===== config.mk =====
export PLATFORM = sky130hd
export DESIGN_NAME = vend_coin_ctrl
export DESIGN_NICKNAME = d
export VERILOG_FILES = /design/src/rtl/vend_coin_ctrl.sv
export SDC_FILE = /design/constraint.sdc
export NUM_CORES = 1
export LEC_CHECK = 0
export CAP_MARGIN = 20
export CORE_MARGIN = 4
export CORE_UTILIZATION = 50
export DETAILED_ROUTE_END_ITERATION = 6
export PLACE_DENSITY = 0.73
export SYNTH_ARGS = -nofsm -noshare
export SYNTH_HDL_FRONTEND = slang
export SYNTH_SLANG_ARGS = --single-unit

===== constraint.sdc =====
create_clock -name clk -period 7.5 [get_ports clk]
set_clock_uncertainty 0.15 [all_clocks]
set_input_delay 1.5 -clock clk [delete_from_list [all_inputs] [get_ports clk]]
set_output_delay 1.5 -clock clk [all_outputs]
set_load 0.005 [all_outputs]

===== src/rtl/vend_coin_ctrl.sv =====
// ----------------------------------------------------------------------------
// vend_coin_ctrl
//
// Coin front-end controller for the water vending machine. Two coin slots
// (A, B) are arbitrated round-robin onto a single credit accumulator. Once
// credit reaches PRICE the dispenser is requested; any remainder, or the
// whole credit on cancel/timeout, is returned as back-to-back 5 Rs pulses.
//
// Coin codes: 2'b01 = 5 Rs, 2'b10 = 10 Rs, 2'b00/2'b11 = invalid (consumed,
// flagged on err_coin, credit unchanged).
//
// Optional build macro: VEND_CNT_EN
//   defined   -> adds vend_count[15:0], saturating count of completed vends
//   undefined -> port and counter absent, behaviour otherwise identical
//
// Ports:
//   clk            in   clock
//   rst            in   synchronous active-high reset
//   coin_a_valid   in   slot A presents a coin
//   coin_a_val     in   slot A coin code [1:0]
//   coin_a_ready   out  slot A coin consumed this cycle (combinational)
//   coin_b_valid   in   slot B presents a coin
//   coin_b_val     in   slot B coin code [1:0]
//   coin_b_ready   out  slot B coin consumed this cycle (combinational)
//   cancel         in   user refund request, level
//   disp_req       out  dispense request, held until disp_ack
//   disp_ack       in   dispenser done, single-cycle pulse
//   change_pulse   out  one cycle per 5 Rs returned
//   err_coin       out  one-cycle pulse after an invalid code is consumed
//   credit         out  current credit in Rs [CREDIT_W-1:0]
//   busy           out  controller not idle
//   vend_count     out  completed vends [15:0] (VEND_CNT_EN only)
//
// States:
//   state     | meaning
//   ----------+---------------------------------------------------------
//   S_IDLE    | no credit, waiting for first coin
//   S_COLLECT | accumulating coins, timeout counter running
//   S_DISPENSE| disp_req held, waiting for disp_ack
//   S_CHANGE  | returning remaining credit in 5 Rs pulses
// ----------------------------------------------------------------------------
module vend_coin_ctrl #(
    parameter int PRICE    = 15,
    parameter int CREDIT_W = 6,
    parameter int TIMEOUT  = 255,
    parameter int TO_W     = 8
) (
    input  logic                clk,
    input  logic                rst,
    input  logic                coin_a_valid,
    input  logic [1:0]          coin_a_val,
    output logic                coin_a_ready,
    input  logic                coin_b_valid,
    input  logic [1:0]          coin_b_val,
    output logic                coin_b_ready,
    input  logic                cancel,
    output logic                disp_req,
    input  logic                disp_ack,
    output logic                change_pulse,
    output logic                err_coin,
    output logic [CREDIT_W-1:0] credit,
    output logic                busy
`ifdef VEND_CNT_EN
    ,
    output logic [15:0]         vend_count
`endif
);

    typedef enum logic [1:0] {
        S_IDLE     = 2'd0,
        S_COLLECT  = 2'd1,
        S_DISPENSE = 2'd2,
        S_CHANGE   = 2'd3
    } state_t;

    localparam logic [CREDIT_W-1:0] C_PRICE = CREDIT_W'(PRICE);
    localparam logic [CREDIT_W-1:0] C_FIVE  = CREDIT_W'(5);
    localparam logic [CREDIT_W-1:0] C_TEN   = CREDIT_W'(10);
    localparam logic [TO_W-1:0]     C_TO_LAST = TO_W'(TIMEOUT - 1);

    state_t              r_state;
    state_t              w_state_nxt;
    logic [CREDIT_W-1:0] r_credit;
    logic [CREDIT_W-1:0] w_credit_nxt;
    logic [TO_W-1:0]     r_to_cnt;
    logic [TO_W-1:0]     w_to_cnt_nxt;
    logic                r_ptr_b;       // 0: slot A wins a tie, 1: slot B wins
    logic                w_ptr_b_nxt;

    logic                r_disp_req;
    logic                r_change_pulse;
    logic                r_err_coin;
    logic                r_busy;

    logic                w_accept_ok;
    logic                w_grant_a;
    logic                w_grant_b;
    logic                w_coin_taken;
    logic [1:0]          w_coin_code;
    logic [CREDIT_W-1:0] w_coin_worth;
    logic                w_coin_bad;
    logic [CREDIT_W-1:0] w_credit_sum;
    logic [CREDIT_W-1:0] w_credit_after_vend;
    logic [CREDIT_W-1:0] w_credit_after_pulse;
    logic                w_vend_done;

    // ------------------------------------------------------------------
    // Slot arbitration: coins are only taken while collecting. With both
    // slots valid the pointer decides; a lone valid slot always wins.
    // ------------------------------------------------------------------
    assign w_accept_ok  = (r_state == S_IDLE) || (r_state == S_COLLECT);
    assign w_grant_a    = w_accept_ok && coin_a_valid && (!coin_b_valid || !r_ptr_b);
    assign w_grant_b    = w_accept_ok && coin_b_valid && (!coin_a_valid ||  r_ptr_b);
    assign w_coin_taken = w_grant_a || w_grant_b;
    assign w_coin_code  = w_grant_a ? coin_a_val : coin_b_val;

    assign coin_a_ready = w_grant_a;
    assign coin_b_ready = w_grant_b;

    always_comb begin
        w_coin_worth = '0;
        w_coin_bad   = 1'b0;
        if (w_coin_taken) begin
            case (w_coin_code)
                2'b01:   w_coin_worth = C_FIVE;
                2'b10:   w_coin_worth = C_TEN;
                default: w_coin_bad   = 1'b1;
            endcase
        end
    end

    // Pointer moves to the slot that did not just win.
    always_comb begin
        w_ptr_b_nxt = r_ptr_b;
        if (w_grant_a) begin
            w_ptr_b_nxt = 1'b1;
        end else if (w_grant_b) begin
            w_ptr_b_nxt = 1'b0;
        end
    end

    assign w_credit_sum         = r_credit + w_coin_worth;
    assign w_credit_after_vend  = r_credit - C_PRICE;
    // Guarded so that entering CHANGE with zero credit cannot wrap.
    assign w_credit_after_pulse = (r_credit == '0) ? '0 : (r_credit - C_FIVE);

    // ------------------------------------------------------------------
    // FSM: state register
    // ------------------------------------------------------------------
    always_ff @(posedge clk) begin
        if (rst) begin
            r_state  <= S_IDLE;
            r_credit <= '0;
            r_to_cnt <= '0;
            r_ptr_b  <= 1'b0;
        end else begin
            r_state  <= w_state_nxt;
            r_credit <= w_credit_nxt;
            r_to_cnt <= w_to_cnt_nxt;
            r_ptr_b  <= w_ptr_b_nxt;
        end
    end

    // ------------------------------------------------------------------
    // FSM: next state, next credit, timeout counter
    // ------------------------------------------------------------------
    always_comb begin
        w_state_nxt  = r_state;
        w_credit_nxt = r_credit;
        w_to_cnt_nxt = r_to_cnt;
        w_vend_done  = 1'b0;
        case (r_state)
            S_IDLE: begin
                // Cancel is meaningless with no credit, so it is not looked at.
                w_credit_nxt = w_credit_sum;
                w_to_cnt_nxt = '0;
                if (w_coin_taken) begin
                    w_state_nxt = (w_credit_sum >= C_PRICE) ? S_DISPENSE : S_COLLECT;
                end
            end
            S_COLLECT: begin
                w_credit_nxt = w_credit_sum;
                w_to_cnt_nxt = w_coin_taken ? '0 : (r_to_cnt + 1'b1);
                // Cancel beats reaching the price: a coin landing in the same
                // cycle as cancel is refunded along with the rest.
                if (cancel) begin
                    w_state_nxt = S_CHANGE;
                end else if (w_credit_sum >= C_PRICE) begin
                    w_state_nxt = S_DISPENSE;
                end else if (!w_coin_taken && (r_to_cnt == C_TO_LAST)) begin
                    w_state_nxt = S_CHANGE;
                end
            end
            S_DISPENSE: begin
                if (disp_ack) begin
                    w_vend_done  = 1'b1;
                    w_credit_nxt = w_credit_after_vend;
                    w_state_nxt  = (w_credit_after_vend != '0) ? S_CHANGE : S_IDLE;
                end
            end
            S_CHANGE: begin
                w_credit_nxt = w_credit_after_pulse;
                if (w_credit_after_pulse == '0) begin
                    w_state_nxt = S_IDLE;
                end
            end
            default: begin
                w_state_nxt  = S_IDLE;
                w_credit_nxt = '0;
                w_to_cnt_nxt = '0;
            end
        endcase
    end

    // ------------------------------------------------------------------
    // Registered outputs, derived from the state/credit being entered so
    // they line up with the cycle that state is occupied.
    // ------------------------------------------------------------------
    always_ff @(posedge clk) begin
        if (rst) begin
            r_disp_req     <= 1'b0;
            r_change_pulse <= 1'b0;
            r_err_coin     <= 1'b0;
            r_busy         <= 1'b0;
        end else begin
            r_disp_req     <= (w_state_nxt == S_DISPENSE);
            r_change_pulse <= (w_state_nxt == S_CHANGE) && (w_credit_nxt != '0);
            r_err_coin     <= w_coin_bad;
            r_busy         <= (w_state_nxt != S_IDLE);
        end
    end

    assign disp_req     = r_disp_req;
    assign change_pulse = r_change_pulse;
    assign err_coin     = r_err_coin;
    assign credit       = r_credit;
    assign busy         = r_busy;

`ifdef VEND_CNT_EN
    logic [15:0] r_vend_count;

    always_ff @(posedge clk) begin
        if (rst) begin
            r_vend_count <= '0;
        end else if (w_vend_done && (r_vend_count != 16'hFFFF)) begin
            r_vend_count <= r_vend_count + 16'd1;
        end
    end

    assign vend_count = r_vend_count;
`else
    logic w_unused;
    assign w_unused = w_vend_done;
`endif

endmodule


==> flow_summary.toml, run 1 <==
[die]
row_count = 21
fp.dieW_um = 67.5
io_pins = 22
start_util = 0.522
core-area_mm2 = 0.00339
design.die.area_mm2 = 0.00456
die_h_um = 67.5

[yosys]
synth_cell_types = 52
ys_warn_count = 0
ys_seq_area_frac = 0.237
ys_async_sr_fraction = 0
synth_area_per_cell_um2 = 7.23
syn_nets = 262
syn_area_mm2 = 0.00177
synth_seq_cells = 21
synth_edf_count = 0
syn_inst = 245
ys.flop_type = "dfxtp_1"

[cells_and_area]
fin_util = 0.585
drive_gt1_frac = 0.0516
fin_nets = 270
syn_to_final_growth_pct = 12.1
register_area_um2 = 420
num_antenna_cells = 0
multi_input_comb_area_mm2 = 0.00121
nFillCells = 317

[routing]
drt_first_pass_iters = 4
vias = 1779
wl_um = 4360
wl_per_cell_um = 14.6
first_iter_violations = 186
route.detailed.drc = 0
postRouteAntennaNets = 0
vias_per_cell = 5.97

[setup_path]
r2r_cells = 12
crit_path_start = "coin_a_valid"
required_ns = 7.54
crit_fanout = 13
end_kind = "flop"
r2r-start = "r_state[1]$_SDFF_PP0_"
crit_type = "primary input to flop"
arrival_ns = 5.44
worstSetupStartpointType = "primary input"

[job]
maxCapViolations = 0

[place]
gp_congestion = 0.872
portBuffers = 21
place_hpwl_um = 3020

[power]
power_frac_comb = 0.611
switching_share = 0.490
p_leak_nw = 0.725
seq_power_share = 0.310
internal-power_uw = 349
power_uw = 685
pwr-share-clk = 0.078
power.switching_uw = 336
ir_drop_mv = 0.181
power_density_mw_per_mm2 = 345

[clocking]
insertion_delay_ns = 0.30
cts_max_level = 1
cts_tree = "built"
cts_resized = 0
numCtsBuffers = 3
holdBufCountCts = 0
clockBufferDepth = 2
postCtsSetupBuffers = 0
clock-sinks = 21
cts.clk_slew.worst_paths_ns = 0.11
root_buffer = "clkbuf_4"

[sta]
fin_hold_ws_ns = 0.350
finalSetupViolations = 0
rsz0062_at_grt = "no"
drv_slew = 0
hold_violations = 0
slew_headroom = 0.536
timing.fmax_mhz = 185
fin_crit_ns = 5.40
final.setup.tns_ns = 0
fin_crit_sh = 0.720
worstMarginPinSlew_ns = 0.695

[run_status]
status = "finished, final reports clean"

[worst_hold_path]
min_path_cells = 2
hp-start = "r_to_cnt[6]$_SDFFE_PP0N_"
hold_path_class = "flop to flop"

[global_route]
grt_usage = 0.205
antenna_found_initial = 0
grt_pass1_vias = 1654
grt_first_pass_wirelength_um = 7300
grt_overflow = 0
grt_max_degree = 28
==> synthesized netlist by cell type (2+ instances only) <==
library cell   n  area (um^2)
a211oi_1       3         22.5
mux2_2         2         22.5
xnor2_1        6         52.6
a31oi_1        5         31.3
buf_2          4         20.0
dfxtp_1       21          420
and3_1         2         12.5
nand3_1       13         65.1
a311oi_1       2         17.5
ha_1           7         87.6
a21oi_1       26          130
clkbuf_1      11         41.3
a21o_1         3         22.5
inv_1         12         45.0
a311o_1        2         20.0
or3_1          4         25.0
o211ai_1       4         30.0
o21bai_1       3         22.5
mux2i_1        6         60.1
o22ai_1        2         12.5
nor2b_1        3         18.8
nor3_1         5         25.0
nor2_1        31          116
or3b_2         3         26.3
nand4b_1       4         35.0
and2_1         2         12.5
o31ai_1        2         15.0
o21ai_0       19         95.1
nand2_1       12         45.0
nand2b_1       2         12.5
buf_4          3         22.5
==> logic make-up (layout without fill, tap and decap cells) <==
| logic type | count (synthesis) | in the layout | share of synthesized area |
|---|---|---|---|
| multiplexers | 8 | 8 | 0.0466 |
| XOR/XNOR | 7 | 7 | 0.0346 |
| AND/OR/NAND/NOR | 88 | 88 | 0.254 |
| adder cells (fa/ha/maj) | 7 | 7 | 0.0495 |
| AO/OA/AOI/OAI | 82 | 82 | 0.301 |
| flip-flops | 21 | 21 | 0.237 |
| buffers and inverters | 32 | 39 | 0.0770 |
==> state kept, by name, summed over array words and instances, names as in the netlist <==
name / count
r_to_cnt: 8
credit: 6
r_ptr_b: 1
change_pulse: 1
r_state: 2
err_coin: 1
busy: 1
disp_req: 1
==> worst max-delay path, stage by stage <==
cell and delay, ns:
clkdlybuf4s50_1 0.55, inv_1 0.08, a211oi_1 0.49, mux2i_1 0.30
ha_1 0.46, nand2_1 0.19, xnor2_1 0.17, ha_1 0.33
a311o_1 0.38, and4_4 0.19, o221a_1 0.28, o41ai_2 0.43
a311oi_1 0.08
==> metal layers <==
metal / GRT usage / vias up / share of wire
met1: 0.275 / 828 / 0.49
met3: 0.0266 / 7 / 0.027
met2: 0.350 / 36 / 0.47
li1: - / 908 / -
met4: 0.0405 / 0 / 0.013
met5: 0 / - / 0
==> per-stage QoR <==
step	std cells	setup WS (ns)	area (um^2)
floorplan	245	2.53	1770
CTS	298	2.08	1980
global route	298	1.74	1980
detailed placement	294	1.77	1960
finish	298	2.10	1980
global placement	294	1.91	1960
==> placed cells by master, fill, tap and decap left out, types with 2 or more instances in the layout <==
cell type,synthesis,routed
or3b_2,3,3
or3_1,4,4
a211oi_1,3,3
a31oi_1,5,5
nand2_1,12,12
mux2i_1,6,6
nor2b_1,3,3
nor2_1,31,31
dfxtp_1,21,21
inv_1,12,12
xnor2_1,6,6
o211ai_1,4,4
o21ai_0,19,19
clkbuf_4,0,3
and3_1,2,2
a311oi_1,2,2
clkdlybuf4s50_1,0,21
nand2b_1,2,2
a21oi_1,26,26
a311o_1,2,2
o21bai_1,3,3
a21o_1,3,3
nand3_1,13,13
o22ai_1,2,2
mux2_2,2,2
o31ai_1,2,2
ha_1,7,7
nand4b_1,4,4
and2_1,2,2
nor3_1,5,5
==> power by group through the flow <==
| stage | sequential (mW) | clock [mW] | combinational (mW) |
|---|---|---|---|
| floorplan | 0.159 | 0 | 0.355 |
| global placement | 0.212 | 0 | 0.414 |
| detailed placement | 0.213 | 0 | 0.415 |
| CTS | 0.210 | 0.0554 | 0.417 |
| global route | 0.219 | 0.0602 | 0.467 |
| finish | 0.212 | 0.0537 | 0.419 |
==> layout make-up <==
class	count	share of cell area
multi-input combinational	192	0.612
timing repair buffer	22	0.110
inverter	13	0.0246
clock buffer	4	0.0132
tap	46	0.0290
sequential	21	0.212
==> worst paths after layout <==
check | slack, ns | to
setup reg to reg | 3.41 | change_pulse$_SDFF_PP0_
hold / removal | 0.35 | r_to_cnt[6]$_SDFFE_PP0N_
hold reg to reg | 0.35 | r_to_cnt[6]$_SDFFE_PP0N_
setup / recovery | 2.10 | change_pulse$_SDFF_PP0_
No activity file was read; power rests on OpenSTA's default activity.
==> run 2, diff against run 1 <==
--- a/config.mk
+++ b/config.mk
@@ -9,7 +9,7 @@
 export CORE_MARGIN = 4
 export CORE_UTILIZATION = 50
 export DETAILED_ROUTE_END_ITERATION = 6
-export PLACE_DENSITY = 0.73
+export PLACE_DENSITY = 0.76
 export SYNTH_ARGS = -nofsm -noshare
 export SYNTH_HDL_FRONTEND = slang
 export SYNTH_SLANG_ARGS = --single-unit
==> constraint.sdc (replaced) <==
create_clock -name clk -period 4.92 [get_ports clk]
set_clock_uncertainty 0.15 [all_clocks]
set_input_delay 0.984 -clock clk [delete_from_list [all_inputs] [get_ports clk]]
set_output_delay 0.984 -clock clk [all_outputs]
set_load 0.005 [all_outputs]
==> run 2 against run 1 <==
Against the previous run: via count unchanged; setup slack worse by 1.5 ns; global-route usage rose by 0.17 points; first-iteration DRC count is 7.5% higher; clock-buffer cell count shrank 1; highest routed layer unchanged.
==> flow_summary.toml, run 2 (synthesis gave the netlist of run 1 again) <==
[power]
power_density_mw_per_mm2 = 526
ir_drop_mv = 0.299
p_leak_nw = 0.748

[global_route]
grt_max_degree = 28
grt_usage = 0.207
grt_first_pass_wirelength_um = 7490
grt_pass1_vias = 1629
grt_overflow = 0
antenna_found_initial = 0

[sta]
finalSetupViolations = 0
slew_headroom = 0.563
rsz0062_at_grt = "no"
fin_crit_sh = 0.870
worstMarginPinSlew_ns = 0.654
drv_slew = 0
fin_hold_ws_ns = 0.357
fin_crit_ns = 4.28
hold_violations = 0
final.setup.tns_ns = 0
timing.fmax_mhz = 234

[clocking]
clock-sinks = 21
cts.clk_slew.worst_paths_ns = 0.11
cts_tree = "built"
cts_max_level = 1
cts_resized = 0
clockBufferDepth = 2
numCtsBuffers = 3
insertion_delay_ns = 0.30
postCtsSetupBuffers = 0
holdBufCountCts = 0
root_buffer = "clkbuf_4"

[routing]
wl_per_cell_um = 14.4
vias_per_cell = 5.89
route.detailed.drc = 0
wl_um = 4350
first_iter_violations = 200
drt_first_pass_iters = 4
postRouteAntennaNets = 0
vias = 1779

[cells_and_area]
drive_gt1_frac = 0.0703
syn_to_final_growth_pct = 13.9
fin_nets = 274
fin_util = 0.595
layout_common_cells = "nor2_1 (31), a21oi_1 (26), dfxtp_1 (21), clkdlybuf4s50_1 (21), o21ai_0 (19)"
final-instance-count-excl-fill = 302
largest_reg_flops = 8
regMostFlops = "r_to_cnt"
final_common_cell = "nor2_1"
num_antenna_cells = 0

[worst_hold_path]
hold_path_class = "flop to flop"
hold-path-endpoint = "r_to_cnt[5]$_SDFFE_PP0N_"
min_path_cells = 2
hp-start = "r_to_cnt[5]$_SDFFE_PP0N_"

[die]
io_pins = 22
design.die.area_mm2 = 0.00456
fp.dieW_um = 67.5
core-area_mm2 = 0.00339
start_util = 0.522
die_h_um = 67.5
row_count = 21

[place]
portBuffers = 21
place_hpwl_um = 3080
gp_congestion = 0.853
dp.cells = 298

[setup_path]
crit_path_max_incr_delay_ns = 0.56
path_delay_family = "compound AO/OA/AOI/OAI gates"
arrival_ns = 4.31
crit_fanout = 9
r2r_cells = 15
worstPathCellList = "clkdlybuf4s50_1 > inv_1 > a211oi_1 > buf_4 > mux2_2 > ha_1 > nand2_1 > xnor2_1 > ha_1 > buf_4 > o31ai_1 > a21oi_1 > a21o_1 > xor2_1 > o41ai_2 > a311oi_1"
rrSetupSlack_ns = 1.44
worstSetupStartpointType = "primary input"
r2r-start = "r_state[1]$_SDFF_PP0_"
reg2reg_to = "change_pulse$_SDFF_PP0_"
cpMaxStageDelayCell = "clkdlybuf4s50_1"
crit_path_start = "coin_a_valid"
cp_num_buf_inv = 4
required_ns = 4.96
crit_type = "primary input to flop"
end_kind = "flop"

[run_status]
status = "finished, final reports clean"

[job]
maxCapViolations = 0
## run 2: cell types whose count changed in the layout (fill, tap and decap cells not counted), sizes merged
cell / previous run / this run
buf: 1 / 5
clkinv: 1 / 2
clkbuf: 4 / 3
## run 2: how the worst max path moves through the flow
stage | slack (ns) | cells past startpoint | endpoint
after floorplan | 0.46 | 14 | change_pulse$_SDFF_PP0_
final | 0.64 | 16 | change_pulse$_SDFF_PP0_
after CTS | 0.65 | 16 | change_pulse$_SDFF_PP0_
after global placement | 0.40 | 16 | change_pulse$_SDFF_PP0_
after global routing | 0.37 | 16 | disp_req$_SDFF_PP0_
after detailed placement | 0.31 | 16 | change_pulse$_SDFF_PP0_
## run 2: final cells by class
cell class              instances  area [um^2]
clock buffers                   3         22.5
clock inverters                 1         5.00
fillers                       313         1370
inverters                      13         48.8
multi-input cells             192         1210
flip-flops and latches         21          420
well taps                      46         57.6
repair buffers                 26          248
## run 2: tightest hold or removal path, delay by kind of cell (launching register included)
family             cells  cell delay, ns
AOI/OAI and AO/OA      2            0.14
DFF                    1            0.34
## run 2: where the power goes
group / internal (mW) / switching, mW / leakage (nW) / total (mW)
Combinational: 0.298 / 0.355 / 0.559 / 0.653
Clock: 0.0303 / 0.0533 / 0.0177 / 0.0837
Sequential: 0.209 / 0.115 / 0.172 / 0.324
## run 2: stage by stage
stage | power [mW] | setup slack (ns) | instance area, um^2
final | 1.06 | 0.641 | 2020
after global routing | 1.15 | 0.370 | 2020
after CTS | 1.05 | 0.649 | 2020
after detailed placement | 0.965 | 0.314 | 1990
after global placement | 0.963 | 0.398 | 1990
after floorplan | 0.783 | 0.461 | 1770
## run 2: layer usage
layer / part of all wire / GRT usage
met5: 0 / 0
met1: 0.50 / 0.287
met3: 0.046 / 0.0366
met2: 0.45 / 0.337
met4: 0.0039 / 0.0354
